`config.mk`:
```
export PLATFORM = sky130hd
export DESIGN_NAME = dense1_bias_requant_relu6
export DESIGN_NICKNAME = d
export VERILOG_FILES = /design/src/rtl/dense1_bias_requant_relu6_pkg.sv /design/src/rtl/dense1_bias_requant_relu6_requant_relu6.sv /design/src/rtl/dense1_bias_requant_relu6.sv
export SDC_FILE = /design/constraint.sdc
export NUM_CORES = 1
export LEC_CHECK = 0
export CAP_MARGIN = 40
export CORE_ASPECT_RATIO = 1.5
export CORE_MARGIN = 2
export CORE_UTILIZATION = 54
export CTS_CLUSTER_SIZE = 10
export DETAILED_ROUTE_END_ITERATION = 7
export PLACE_DENSITY = 0.78
export SETUP_SLACK_MARGIN = 0.2
export SLEW_MARGIN = 10
export SYNTH_ARGS = -nofsm -noshare
export SYNTH_HDL_FRONTEND = slang
export SYNTH_HIERARCHICAL = 1
export SYNTH_SLANG_ARGS = --single-unit
```
`constraint.sdc`:
```
create_clock -name clk -period 3.1 [get_ports clk]
set_input_delay 0.31 -clock clk [delete_from_list [all_inputs] [get_ports clk]]
set_output_delay 0.31 -clock clk [all_outputs]
set_load 0.05 [all_outputs]
```
`src/rtl/dense1_bias_requant_relu6_pkg.sv`:
```
// Shared CNN constants and the sequencing state type for the dense stages.
package dense1_bias_requant_relu6_pkg;

    // Activations are Q3.5, so 6.0 is 6 << 5 = 192.
    localparam int ACT_FRAC           = 5;
    localparam int RELU6_MAX_Q35      = 6 << ACT_FRAC;
    localparam int DENSE1_NUM_NEURONS = 128;
    localparam int IDX_W              = 7;

    typedef enum logic [1:0] {
        IDLE  = 2'd0,
        RUN   = 2'd1,
        DRAIN = 2'd2,
        DONE  = 2'd3
    } state_t;

endpackage

```
`src/rtl/dense1_bias_requant_relu6_requant_relu6.sv`:
```
// Combinational requantizer: round half toward +inf, arithmetic shift,
// then clamp into [0, RELU6_MAX]. Shared with later dense stages.
module requant_relu6
    import dense1_bias_requant_relu6_pkg::*;
#(
    parameter int IN_W      = 33,
    parameter int OUT_SHIFT = 8,
    parameter int RELU6_MAX = RELU6_MAX_Q35,
    parameter int OUT_W     = 8
) (
    input  logic signed [IN_W-1:0]  din,
    output logic        [OUT_W-1:0] dout
);

    // One guard bit so adding the rounding constant can never wrap.
    localparam int W = IN_W + 1;
    localparam logic signed [W-1:0] HALF = {{(W-1){1'b0}}, 1'b1} << (OUT_SHIFT - 1);
    localparam logic signed [W-1:0] MAXV = W'(RELU6_MAX);

    logic signed [W-1:0] din_ext;
    logic signed [W-1:0] rounded;
    logic signed [W-1:0] r;

    // Round, shift and clamp in one combinational step.
    always_comb begin
        din_ext = {din[IN_W-1], din};
        rounded = din_ext + HALF;
        r       = rounded >>> OUT_SHIFT;
        if (r < 0) begin
            dout = '0;
        end else if (r > MAXV) begin
            dout = MAXV[OUT_W-1:0];
        end else begin
            dout = r[OUT_W-1:0];
        end
    end

endmodule

```
`src/rtl/dense1_bias_requant_relu6.sv`:
```
// Dense-1 post-accumulation stage: bias add, requantize, ReLU6.
//
// state | meaning
// IDLE  | waiting for start
// RUN   | accepting accumulators 0..NUM_NEURONS-1
// DRAIN | all accepted, flushing pipeline until out_last handshakes
// DONE  | one-cycle done pulse, then back to IDLE
module dense1_bias_requant_relu6
    import dense1_bias_requant_relu6_pkg::*;
#(
    parameter int NUM_NEURONS = DENSE1_NUM_NEURONS,
    parameter int ACC_W       = 24,
    parameter int BIAS_SHIFT  = 8,
    parameter int OUT_SHIFT   = 8,
    parameter int RELU6_MAX   = RELU6_MAX_Q35
) (
    input  logic             clk,
    input  logic             rst_n,
    input  logic             start,
    output logic             busy,
    output logic             done,
    input  logic             acc_valid,
    output logic             acc_ready,
    input  logic [ACC_W-1:0] acc_data,
    output logic [7:0]       bias_addr,
    input  logic [7:0]       bias_data,
    output logic             out_valid,
    input  logic             out_ready,
    output logic [7:0]       out_data,
    output logic [6:0]       out_idx,
    output logic             out_last
);

    // Nine extra bits cover the 8-bit bias shifted by BIAS_SHIFT plus carry.
    localparam int SUM_W = ACC_W + 9;
    localparam logic [IDX_W-1:0] LAST_IDX = IDX_W'(NUM_NEURONS - 1);

    state_t state;
    state_t state_next;

    logic [IDX_W-1:0]        idx_cnt;
    logic                    accept;
    logic                    s1_adv;
    logic                    s1_valid;
    logic                    s2_valid;
    logic signed [SUM_W-1:0] s1_sum;
    logic [IDX_W-1:0]        s1_idx;
    logic signed [SUM_W-1:0] acc_ext;
    logic signed [SUM_W-1:0] bias_ext;
    logic signed [SUM_W-1:0] sum_next;
    logic [7:0]              rq_out;

    assign s1_adv    = !s2_valid || out_ready;
    assign acc_ready = (state == RUN) && (!s1_valid || s1_adv);
    assign accept    = acc_valid && acc_ready;
    assign bias_addr = 8'(idx_cnt);
    assign busy      = (state == RUN) || (state == DRAIN);
    assign done      = (state == DONE);
    assign out_valid = s2_valid;

    assign acc_ext  = {{(SUM_W-ACC_W){acc_data[ACC_W-1]}}, acc_data};
    assign bias_ext = {{(SUM_W-8){bias_data[7]}}, bias_data};
    assign sum_next = acc_ext + (bias_ext <<< BIAS_SHIFT);

    // State register.
    always_ff @(posedge clk or negedge rst_n) begin
        if (!rst_n) begin
            state <= IDLE;
        end else begin
            state <= state_next;
        end
    end

    // Next-state logic; start only matters in IDLE.
    always_comb begin
        state_next = state;
        case (state)
            IDLE:    if (start) state_next = RUN;
            RUN:     if (accept && (idx_cnt == LAST_IDX)) state_next = DRAIN;
            DRAIN:   if (s2_valid && out_ready && out_last) state_next = DONE;
            DONE:    state_next = IDLE;
            default: state_next = IDLE;
        endcase
    end

    // Neuron index: cleared on start, advanced on every accepted accumulator.
    always_ff @(posedge clk or negedge rst_n) begin
        if (!rst_n) begin
            idx_cnt <= '0;
        end else if ((state == IDLE) && start) begin
            idx_cnt <= '0;
        end else if (accept) begin
            idx_cnt <= (idx_cnt == LAST_IDX) ? '0 : idx_cnt + 1'b1;
        end
    end

    // Stage 1: bias-aligned sum, loaded whenever the stage is free to move.
    always_ff @(posedge clk or negedge rst_n) begin
        if (!rst_n) begin
            s1_valid <= 1'b0;
            s1_sum   <= '0;
            s1_idx   <= '0;
        end else if (!s1_valid || s1_adv) begin
            s1_valid <= accept;
            if (accept) begin
                s1_sum <= sum_next;
                s1_idx <= idx_cnt;
            end
        end
    end

    requant_relu6 #(
        .IN_W      (SUM_W),
        .OUT_SHIFT (OUT_SHIFT),
        .RELU6_MAX (RELU6_MAX),
        .OUT_W     (8)
    ) u_requant (
        .din  (s1_sum),
        .dout (rq_out)
    );

    // Stage 2: output register, held while downstream stalls.
    always_ff @(posedge clk or negedge rst_n) begin
        if (!rst_n) begin
            s2_valid <= 1'b0;
            out_data <= '0;
            out_idx  <= '0;
            out_last <= 1'b0;
        end else if (s1_adv) begin
            s2_valid <= s1_valid;
            if (s1_valid) begin
                out_data <= rq_out;
                out_idx  <= s1_idx;
                out_last <= (s1_idx == LAST_IDX);
            end
        end
    end

endmodule

```
Word-level counts from Yosys, hierarchy flattened
Index checks and enable logic that the tools add are counted.

word-level totals
  input bits = 37
  word-level logic and storage cells = 47
  output and inout port bits = 28
  register bits after elaboration = 59

operators by class
  magnitude comparators = 2
  equal/unequal tests = 8
  reductions and logical operators = 16
  multiplexer cells = 9
  add/subtract/negate cells = 3

operators with widths
  operator               count
  $add 25x9->26 const B  1
  $gt 26x9->1 const B    1
  $lt 26x1->1 const B    1
  $add 24x16->25         1
  $mux 7                 3
  $mux 8                 2
  $eq 7x7->1 const B     2
  $pmux 2 s4             1
  $add 7x1->7 const B    1
  $logic_and 1x1->1      6
  $mux 2                 3
  $eq 2x2->1 const B     2
  $ne 2x1->1 const B     2
  $reduce_and 2->1       2
  $logic_or 1x1->1       3
  $reduce_and 3->1       1
  $eq 2x1->1 const B     1
  $logic_not 1->1        2
  $logic_not 2->1        1
  $ne 2x2->1 const B     1
  $reduce_bool 2->1      1

Longest topological paths before layout
Gate-level depths: netlist of run 1.

  depth after elaboration = 8
  mapped depth = 10
  gate-level depth less buffers = 9

By module
The synthesis of run 1 kept the hierarchy.

modules (own cells, without submodules)
  module                     sequential area each (sq um)  times used  area an instance (sq um)  cells an instance
  dense1_bias_requant_relu6  1,476.4                       1           3,286.9                   343
  requant_relu6              0.0                           1           661.9                     99

Worst setup path before layout of run 1
OpenSTA, ideal clock, no wires.

  path type = register to register
  start = register, netlist name s1_sum[24]
  end = register out_data[7]
  buffers on the path = 0
  slack = 356 ps
  stages on the path, launching flop included = 9
  required time = 2,975 ps
  data arrival time = 2,619 ps
  clock period less this slack = 2,744 ps
  setup time = 125 ps
  cells stage by stage = dfrtp_1 and3_1 nand3_1 nor3_1 mux2_2 nor3_2 nand4_4 o21a_1 mux2_2

between the ends
  cells in the longest elaborated chain, start to end = 4
  elaborated cells between the ends (all ways) = 5
  those cells by class = 1 x add/sub; 2 x order compare; 2 x mux

RTL lines
  item                  RTL line                                       RTL
  $add 25x9->26 *       dense1_bias_requant_relu6_requant_relu6.sv:27  rounded = din_ext + HALF;
  $gt 26x9->1           dense1_bias_requant_relu6_requant_relu6.sv:31  end else if (r > MAXV) begin
  $mux 8                dense1_bias_requant_relu6_requant_relu6.sv:31
  $mux 8 *              dense1_bias_requant_relu6_requant_relu6.sv:29  if (r < 0) begin
  via rq_out[7]         dense1_bias_requant_relu6.sv:51                logic [7:0] rq_out;
  end signal, assigned  dense1_bias_requant_relu6.sv:132               out_data <= rq_out;
  end, declared         dense1_bias_requant_relu6.sv:29                output logic [7:0] out_data,

Mark *: on every way through the listed nets, which the timed path passes. The rest lies on a longest branch.
A chain may end at the register's enable or synchronous reset.

Worst setup path after layout of run 1
  start = register s1_sum[9]
  end = register out_data[6]

between the ends
  cells in the longest elaborated chain, start to end = 4
  elaborated cells between the ends (all ways) = 5
  those cells by class = 1 x add/sub; 2 x order compare; 2 x mux

RTL lines
  item                    RTL line                                       RTL
  start, declared         dense1_bias_requant_relu6.sv:46                logic signed [SUM_W-1:0] s1_sum;
  start signal, assigned  dense1_bias_requant_relu6.sv:106               s1_sum <= sum_next;
  $add 25x9->26 *         dense1_bias_requant_relu6_requant_relu6.sv:27
  $gt 26x9->1             dense1_bias_requant_relu6_requant_relu6.sv:31
  $mux 8                  dense1_bias_requant_relu6_requant_relu6.sv:31
  $mux 8 *                dense1_bias_requant_relu6_requant_relu6.sv:29
  via rq_out[6]           dense1_bias_requant_relu6.sv:51

Marks and branches as above.

==> impl_metrics.csv, run 1 <==
group,metric,value,unit
run_status,outcome,"complete, no violations",
route,vias_per_cell,5.943,
setup_path,timing.critical_path.to_type,"flop",
final_layout,final_cell_area,0.004378,mm²
timing,layout_min_cycle_time,2.692,ns
grt,grt_pass1_vias,3043,
setup_path,worst_r2r_endpoint,"out_data[6]",
setup_path,reg2reg_from,"s1_sum[9]",
power,vdd_ir_drop_max,0.0002871,V
synth,ys_warn_count,6,
clock_network,tritoncts_num_sinks,52,
setup_path,timing.reg2reg.setup_slack,0.41,ns
grt,antenna_found_initial,0,
grt,first_pass_grt_wire_length,13460,µm
grt,gr_util_met2,0.3981,
die,io_pins,65,
clock_network,clk_pin_slew,0.08,ns
die,die-width,71.54,µm
clock_network,buffers_from_clock_root_to_sink_at_most,2,
route,route.detailed.drc,0,
final_layout,layout-drive-gt1-share,0.1030,
power,static-leakage-power,0.001914,µW
grt,groute.layer.met1.usage,0.2479,
timing,finalHoldViolations,0,
grt,pin_count_of_the_biggest_net_entering_global_routing,38,
timing,max_clock_freq,371.5,MHz
timing,report.final.slew_viol_count,0,
setup_path,cp_data_arrival_time,2.88,ns
timing,rsz0062_at_grt,"false",
power,p_per_area,672.7,mW/mm²
timing,worst_pin_slew,0.8887,ns
grt,grtUsageMet3,0.02294,
clock_network,cts_tree,"done",
final_layout,area_growth,18.49,%
route,via_count,3221,
route,routedWlPerCell,14.31,µm
timing,slew_headroom,0.4059,
grt,globalRouteTotalUtil,0.2144,
route,route.final.wire_length,7757,µm
setup_path,critical_path.max_fanout,8,
clock_network,tritoncts.num_buffers,5,
clock_network,cts_root_buf,"sky130_fd_sc_hd__clkbuf_8",
route,drt.antenna.violating_nets,0,
clock_network,cts_max_level,2,
placed_design,placedInstanceArea,0.004287,mm²
placed_design,dp_hpwl,6112,µm
die,floorplan.initialDensity,0.5618,
route,drt_first_pass_iters,4,
timing,setup_violations,0,
timing,timing.clock.skew,0.005679,ns
clock_network,clk-insertion-delay-late,0.30,ns
final_layout,diode_count,0,
final_layout,num-fill-cells,539,
die,row_count,36,
final_layout,final_cells,542,
run,maxCapViolations,0,
grt,grt.overflow.total,0,
timing,tns,0,ns
hold_path,hold_removal_path_class,"primary input to asynchronous set/reset pin",
die,core_region_area,0.006576,mm²
setup_path,critPathKind,"flop to flop",
setup_path,worstRegToRegCells,8,
synth,synth.cell_area,0.003695,mm²
synth,synth.avg_cell_area,8.925,µm²
placed_design,buffer_ports.inserted,56,
die,floorplan.die.height,105.3,µm
synth,post_synth_inst_count,414,
synth,synthesis.nets,475,
placed_design,gp_routability_congestion,0.8478,
setup_path,cp-start-kind,"flop",
final_layout,net_count_final,527,
timing,post-route-period-util,0.8683,
setup_path,worst-endpoint-required,3.29,ns
route,drt_iter0_drc,151,
placed_design,dp_cells,534,
grt,gr-max-usage-layer,"met2",
die,die_area,0.007534,mm²
report_power, final:
part,internal (µW),total (µW),switching (µW)
clock,154,353,199
combinational,627,1490,863
sequential,867,1100,235
cell type report:
cell class,count,area (µm²),area share
flip-flops and latches,52,1301,0.2972
repair buffers,65,638.1,0.1458
clock inverters,1,5.005,0.001143
clock buffers,6,72.57,0.01658
multi-input cells,332,2228,0.5090
inverters,10,37.54,0.008574
well taps,76,95.09,0.02172
stage by stage:
stage	utilization	setup slack (ns)	hold slack, ns	total power [µW]
floorplan	-	0.3558	0.01441	2190
global placement	0.6488	0.4502	0.4696	2551
detailed placement	0.6518	0.3826	0.2406	2595
CTS	0.6651	0.3670	0.4691	2953
global route	0.6657	0.2043	0.4937	3168
finish	0.6657	0.4084	0.4657	2945
registers in the layout (all words and copies together), names as in the netlist:
signal	cells
out_valid	1
s1_valid	1
idx_cnt	7
s1_sum	18
state	2
out_idx	7
out_last	1
s1_idx	7
out_data	8
layer usage:
| metal | vias up | routed length (µm) |
|---|---|---|
| met2 | 89 | 4185 |
| li1 | 1603 | - |
| met3 | 17 | 253 |
| met1 | 1512 | 3113 |
| met4 | 0 | 204 |
| met5 | - | 0 |
placed cells by master (no fill, tap or decap), types with 3 or more instances in the layout:
cell type,n
sky130_fd_sc_hd__o21ai_0,16
sky130_fd_sc_hd__dfrtp_1,52
sky130_fd_sc_hd__a22oi_1,3
sky130_fd_sc_hd__xnor2_1,12
sky130_fd_sc_hd__clkbuf_8,5
sky130_fd_sc_hd__o31ai_1,4
sky130_fd_sc_hd__nor2_1,25
sky130_fd_sc_hd__ha_1,22
sky130_fd_sc_hd__mux2_2,18
sky130_fd_sc_hd__nand4_1,10
sky130_fd_sc_hd__nand2b_1,3
sky130_fd_sc_hd__nand2_1,71
sky130_fd_sc_hd__nor2b_1,5
sky130_fd_sc_hd__and4_1,5
sky130_fd_sc_hd__nor3_1,11
sky130_fd_sc_hd__inv_1,10
sky130_fd_sc_hd__clkdlybuf4s50_1,55
sky130_fd_sc_hd__o21a_1,6
sky130_fd_sc_hd__a31oi_1,5
sky130_fd_sc_hd__and3_1,8
sky130_fd_sc_hd__buf_4,7
sky130_fd_sc_hd__o211ai_1,8
sky130_fd_sc_hd__a21oi_1,23
sky130_fd_sc_hd__and2_1,7
sky130_fd_sc_hd__xor2_1,9
sky130_fd_sc_hd__nand3_1,15
what timing repair did:
action	in CTS	in global routing
hold buffers	1	0
setup endpoints to repair	0	2
setup buffers	0	0
endpoints found under the hold margin	15	0
resized for setup	0	2
worst max-delay path, cell delays in order, from the launching register on:
cell,delay [ns]
sky130_fd_sc_hd__dfrtp_1,0.46
sky130_fd_sc_hd__and4_2,0.36
sky130_fd_sc_hd__nand4_2,0.17
sky130_fd_sc_hd__nor3_1,0.21
sky130_fd_sc_hd__mux2_2,0.36
sky130_fd_sc_hd__o31ai_1,0.34
sky130_fd_sc_hd__nand4_4,0.20
sky130_fd_sc_hd__o21a_1,0.22
sky130_fd_sc_hd__mux2_2,0.25
worst max-delay path by stage:
| stage | start | to |
|---|---|---|
| global placement | s1_sum[9] | out_data[6] |
| floorplan | s1_sum[24] | out_data[7] |
| finish | s1_sum[9] | out_data[6] |
| global route | s1_sum[9] | out_data[6] |
| CTS | s1_sum[9] | out_data[6] |
| detailed placement | s1_sum[9] | out_data[6] |
Note: power is estimated with default switching activity, not from simulation.
==> run 2, diff against run 1 <==
--- a/config.mk
+++ b/config.mk
@@ -11,9 +11,10 @@
 export CORE_UTILIZATION = 54
 export CTS_CLUSTER_SIZE = 10
 export DETAILED_ROUTE_END_ITERATION = 7
+export MAX_ROUTING_LAYER = met4
 export PLACE_DENSITY = 0.78
 export SETUP_SLACK_MARGIN = 0.2
-export SLEW_MARGIN = 10
+export SLEW_MARGIN = 20
 export SYNTH_ARGS = -nofsm -noshare
 export SYNTH_HDL_FRONTEND = slang
 export SYNTH_HIERARCHICAL = 1
==> run 2 against run 1 <==
Effect of this change: sequential share of layout area is 0.059 points lower; utilization grew 0.13 points; first-iteration DRC count rose by 9.9%; routed wire length grew 0.48%; via count increased by 0.25%; power grew 0.22%; largest cell class unchanged; cell area increased by 0.20%; critical path type unchanged.
==> impl_metrics.csv, run 2 (synthesis results as in run 1) <==
group,metric,value,unit
power,p_sw_frac,0.4394,
timing,finalHoldViolations,0,
route,via_count,3229,
clock_network,postCtsHoldBufs,0,
clock_network,post_cts.repair.setup_buffers,0,
die,die_area,0.007534,mm²
power,total_switching_power,1297,µW
final_layout,diode_count,0,
clock_network,cts_root_buf,"sky130_fd_sc_hd__clkbuf_8",
setup_path,worst_path_dominant_cell_family,"simple AND/OR/NAND/NOR gates",
timing,setup_violations,0,
setup_path,critical_path.max_fanout,8,
timing,post-route-period-util,0.8712,
final_layout,net_count_final,527,
die,die-width,71.54,µm
route,drt.antenna.violating_nets,0,
clock_network,buffers_from_clock_root_to_sink_at_most,2,
placed_design,dp_cells,534,
die,row_count,36,
grt,grt_pass1_vias,3049,
route,route.final.wire_length,7794,µm
timing,worst_pin_slew,0.7137,ns
die,io_pins,65,
power,vdd_ir_drop_max,0.0002866,V
setup_path,timing.critical_path.to_type,"flop",
die,floorplan.initialDensity,0.5618,
final_layout,layout_commonest_cell,"sky130_fd_sc_hd__nand2_1",
run_status,outcome,"complete, no violations",
timing,timing.clock.skew,0.004542,ns
timing,report.final.slew_viol_count,0,
setup_path,crit_path_frequent_cell,"sky130_fd_sc_hd__mux2_2",
final_layout,final_cells,542,
final_layout,area_growth,18.73,%
setup_path,critPathKind,"flop to flop",
grt,grt.overflow.total,0,
grt,globalRouteTotalUtil,0.2206,
setup_path,critPathSlowestCell,"sky130_fd_sc_hd__dfrtp_1",
placed_design,dp_hpwl,6216,µm
final_layout,regMostFlops,"s1_sum",
run,maxCapViolations,0,
clock_network,tritoncts_num_sinks,52,
clock_network,cts_tree,"done",
power,share_comb_of_total_power,0.507,
clock_network,clk_pin_slew,0.08,ns
timing,max_clock_freq,370.3,MHz
setup_path,cp_data_arrival_time,2.89,ns
timing,layout_min_cycle_time,2.701,ns
setup_path,wp_buf_inv,0,
setup_path,reg2reg_from,"s1_sum[9]",
clock_network,clk-insertion-delay-late,0.30,ns
final_layout,layout-drive-gt1-share,0.1052,
final_layout,largest_reg_flops,18,
route,drt_first_pass_iters,4,
hold_path,hold_removal_path_class,"primary input to asynchronous set/reset pin",
timing,tns,0,ns
setup_path,cp-start-kind,"flop",
route,drt_iter0_drc,166,
setup_path,worst-endpoint-required,3.29,ns
die,core_region_area,0.006576,mm²
power,static-leakage-power,0.001919,µW
power,p_seq_frac,0.374,
timing,slew_headroom,0.5242,
setup_path,worst_r2r_endpoint,"out_data[6]",
route,routedWlPerCell,14.38,µm
placed_design,buffer_ports.inserted,56,
grt,pin_count_of_the_biggest_net_entering_global_routing,32,
clock_network,cts.repair.resized,0,
power,p_per_area,672.8,mW/mm²
power,pwr-share-clk,0.120,
setup_path,timing.reg2reg.setup_slack,0.40,ns
grt,antenna_found_initial,0,
grt,first_pass_grt_wire_length,13460,µm
final_layout,layout_top_registers,"s1_sum (18), out_data (8)",
route,vias_per_cell,5.958,
setup_path,worstRegToRegCells,8,
final_layout,layout.cells.most_common_list,"sky130_fd_sc_hd__nand2_1, sky130_fd_sc_hd__clkdlybuf4s50_1, sky130_fd_sc_hd__dfrtp_1",
setup_path,critical_path.cell_chain,"and4_2 > nand4_2 > nor3_1 > mux2_2 > o31ai_1 > nand4_4 > o21a_1 > mux2_2",
power,internal_power,1655,µW
placed_design,gp_routability_congestion,0.8612,
timing,rsz0062_at_grt,"false",
die,floorplan.die.height,105.3,µm
setup_path,timing.critical_path.slowest_cell_delay,0.46,ns
clock_network,cts_max_level,2,
clock_network,tritoncts.num_buffers,5,
route,route.detailed.drc,0,
final_layout,num-fill-cells,557,
run 2: changes by cell type in the layout (fill, tap and decap cells not counted), sizes merged:
cell and change:
buf +1, dlygate4sd3 -1
run 2: worst max-delay path by stage:
stage                  end       start  cells past startpoint
2_1_floorplan  out_data[7]  s1_sum[24]                      8
3_3_place_gp   out_data[6]   s1_sum[9]                      8
6_report       out_data[6]   s1_sum[9]                      8
5_1_grt        out_data[6]   s1_sum[9]                      8
3_5_place_dp   out_data[6]   s1_sum[9]                      8
4_1_cts        out_data[6]   s1_sum[9]                      8
run 2: layout make-up:
type / instances / area [µm²] / area share
Timing Repair Buffer: 65 / 646.9 / 0.1475
Inverter: 10 / 37.54 / 0.008557
Sequential cell: 52 / 1301 / 0.2966
Tap cell: 76 / 95.09 / 0.02168
Multi-Input combinational cell: 332 / 2228 / 0.5080
Clock inverter: 1 / 5.005 / 0.001141
Clock buffer: 6 / 72.57 / 0.01654
run 2: routing by layer:
layer | track usage | vias to the layer above | share of wire
li1 | - | 1593 | -
met1 | 0.2383 | 1514 | 0.39
met2 | 0.4081 | 95 | 0.54
met3 | 0.02103 | 27 | 0.032
met4 | 0.08086 | 0 | 0.035
met5 | - | - | 0
run 2: stage by stage:
stage                       util  hold WS [ns]  cell area [µm²]  setup slack [ns]  total power [µW]
final                     0.6670       0.05767             4387            0.3994              2952
after floorplan                -       0.01441             3695            0.3558              2190
after detailed placement  0.6530        0.4029             4294            0.3637              2598
after global routing      0.6670        0.1149             4387            0.2215              3177
after CTS                 0.6648       0.08095             4372            0.3514              2954
after global placement    0.6488        0.4696             4267            0.4502              2551
run 2: power groups by stage:
stage	Combinational, µW	Clock [µW]	Sequential [µW]
2_1_floorplan	949	0	1240
3_3_place_gp	1450	0	1100
3_5_place_dp	1480	0	1120
4_1_cts	1490	362	1100
5_1_grt	1650	395	1130
6_report	1500	353	1100
==> run 3, diff against run 2 <==
--- a/config.mk
+++ b/config.mk
@@ -5,7 +5,7 @@
 export SDC_FILE = /design/constraint.sdc
 export NUM_CORES = 1
 export LEC_CHECK = 0
-export CAP_MARGIN = 40
+export CAP_MARGIN = 20
 export CORE_ASPECT_RATIO = 1.5
 export CORE_MARGIN = 2
 export CORE_UTILIZATION = 54
==> run 3 against run 2 <==
Effect of this change: sequential cell count is the same; cell count shrank 0.18%; clock skew is essentially flat; sequential share of layout area grew 0.076 points; routed wire length grew 0.56%.
==> impl_metrics.csv, run 3 (synthesis results as in run 1) <==
group,metric,value,unit
run_status,outcome,"complete, no violations",
setup_path,timing.critical_path.slowest_cell_delay,0.46,ns
grt,first_pass_grt_wire_length,13460,µm
setup_path,worst-endpoint-required,3.29,ns
die,core_region_area,0.006576,mm²
route,drt_iter0_drc,192,
clock_network,cts_tree,"done",
final_layout,num-fill-cells,558,
final_layout,net_count_final,526,
grt,grt.overflow.total,0,
hold_path,hold_removal_path_class,"primary input to asynchronous set/reset pin",
timing,rsz0062_at_grt,"false",
power,static-leakage-power,0.001913,µW
placed_design,buffer_ports.inserted,56,
setup_path,cp-start-kind,"flop",
timing,tns,0,ns
route,route.final.wire_length,7838,µm
timing,timing.clock.skew,0.004152,ns
timing,slew_headroom,0.4068,
setup_path,critPathKind,"flop to flop",
timing,max_clock_freq,369.4,MHz
route,drt.antenna.violating_nets,0,
placed_design,gp_routability_congestion,0.8612,
final_layout,layout-drive-gt1-share,0.1032,
placed_design,dp_hpwl,6216,µm
setup_path,cp_data_arrival_time,2.89,ns
power,vdd_ir_drop_max,0.0002863,V
final_layout,area_growth,18.42,%
die,floorplan.die.height,105.3,µm
final_layout,layout.cells.most_common_list,"sky130_fd_sc_hd__nand2_1, sky130_fd_sc_hd__clkdlybuf4s50_1, sky130_fd_sc_hd__dfrtp_1",
timing,finalHoldViolations,0,
route,drt_first_pass_iters,4,
grt,antenna_found_initial,0,
clock_network,cts_max_level,2,
timing,post-route-period-util,0.8733,
timing,setup_violations,0,
run,maxCapViolations,0,
final_layout,layout_top_registers,"s1_sum (18), out_data (8)",
setup_path,crit_path_frequent_cell,"sky130_fd_sc_hd__mux2_2",
die,row_count,36,
setup_path,timing.critical_path.to_type,"flop",
timing,layout_min_cycle_time,2.707,ns
route,routedWlPerCell,14.49,µm
die,die-width,71.54,µm
die,floorplan.initialDensity,0.5618,
clock_network,buffers_from_clock_root_to_sink_at_most,2,
power,p_per_area,673.0,mW/mm²
timing,worst_pin_slew,0.8873,ns
clock_network,tritoncts_num_sinks,52,
route,via_count,3214,
grt,grt_pass1_vias,3049,
final_layout,regMostFlops,"s1_sum",
setup_path,critical_path.cell_chain,"and4_2 > nand4_2 > nor3_1 > mux2_2 > o31ai_1 > nand4_4 > o21a_1 > mux2_2",
route,vias_per_cell,5.941,
clock_network,cts_root_buf,"sky130_fd_sc_hd__clkbuf_8",
clock_network,post_cts.repair.setup_buffers,0,
final_layout,diode_count,0,
setup_path,wp_buf_inv,0,
final_layout,largest_reg_flops,18,
setup_path,worst_path_dominant_cell_family,"simple AND/OR/NAND/NOR gates",
grt,globalRouteTotalUtil,0.2206,
clock_network,clk-insertion-delay-late,0.30,ns
timing,report.final.slew_viol_count,0,
clock_network,tritoncts.num_buffers,5,
setup_path,critPathSlowestCell,"sky130_fd_sc_hd__dfrtp_1",
die,io_pins,65,
power,power,2944,µW
route,route.detailed.drc,0,
final_layout,layout_commonest_cell,"sky130_fd_sc_hd__nand2_1",
die,die_area,0.007534,mm²
grt,pin_count_of_the_biggest_net_entering_global_routing,32,
setup_path,critical_path.max_fanout,8,
clock_network,clk_pin_slew,0.08,ns
[run 3: final timing paths]
check,from,to,slack (ns),cells after the start
max,s1_sum[9],out_data[6],0.39,8
min,rst_n,out_data[3],0.06,1
max reg2reg,s1_sum[9],out_data[6],0.39,8
min reg2reg,s1_idx[4],s1_idx[4],0.50,2
max in group asynchronous,rst_n,s1_sum[19],2.49,2
min in group clk,s1_idx[4],s1_idx[4],0.50,2
[run 3: cell type report]
class | instances | area [µm²] | area share
clock buffer | 6 | 72.57 | 0.01659
clock inverter | 1 | 5.005 | 0.001144
sequential | 52 | 1301 | 0.2974
timing repair buffer | 64 | 635.6 | 0.1453
multi-input combinational | 332 | 2228 | 0.5093
tap | 76 | 95.09 | 0.02173
inverter | 10 | 37.54 | 0.008579
[run 3: per-stage QoR]
stage	area, µm²	worst slack [ns]	instances	utilization	hold slack (ns)
global route	4375	0.2215	541	0.6653	0.1149
floorplan	3695	0.3558	414	-	0.01441
detailed placement	4294	0.3637	534	0.6530	0.4029
finish	4375	0.3928	541	0.6653	0.05840
CTS	4372	0.3514	541	0.6648	0.08095
global placement	4267	0.4502	533	0.6488	0.4696
[run 3: what timing repair did]
item	4_1_cts	5_1_grt
resized for setup	0	2
setup endpoints to repair	0	2
hold buffers	0	0
[run 3: worst reg2reg max path, delay by kind of cell (launching register included)]
kind / cells / cell delay [ns]
muxes: 2 / 0.62
and+or+nand+nor: 4 / 0.93
DFF: 1 / 0.46
AOI/OAI and AO/OA: 2 / 0.58
[run 3: where the power goes]
group	total, µW	switching, µW	internal (µW)
combinational	1490	862	627
clock	353	199	154
sequential	1100	236	867
[run 3: layer usage]
metal / track usage / share of wire / vias to the layer above
li1: - / - / 1591
met1: 0.2383 / 0.39 / 1516
met2: 0.4081 / 0.55 / 89
met3: 0.02103 / 0.033 / 18
met4: 0.08086 / 0.029 / 0
met5: - / 0 / -
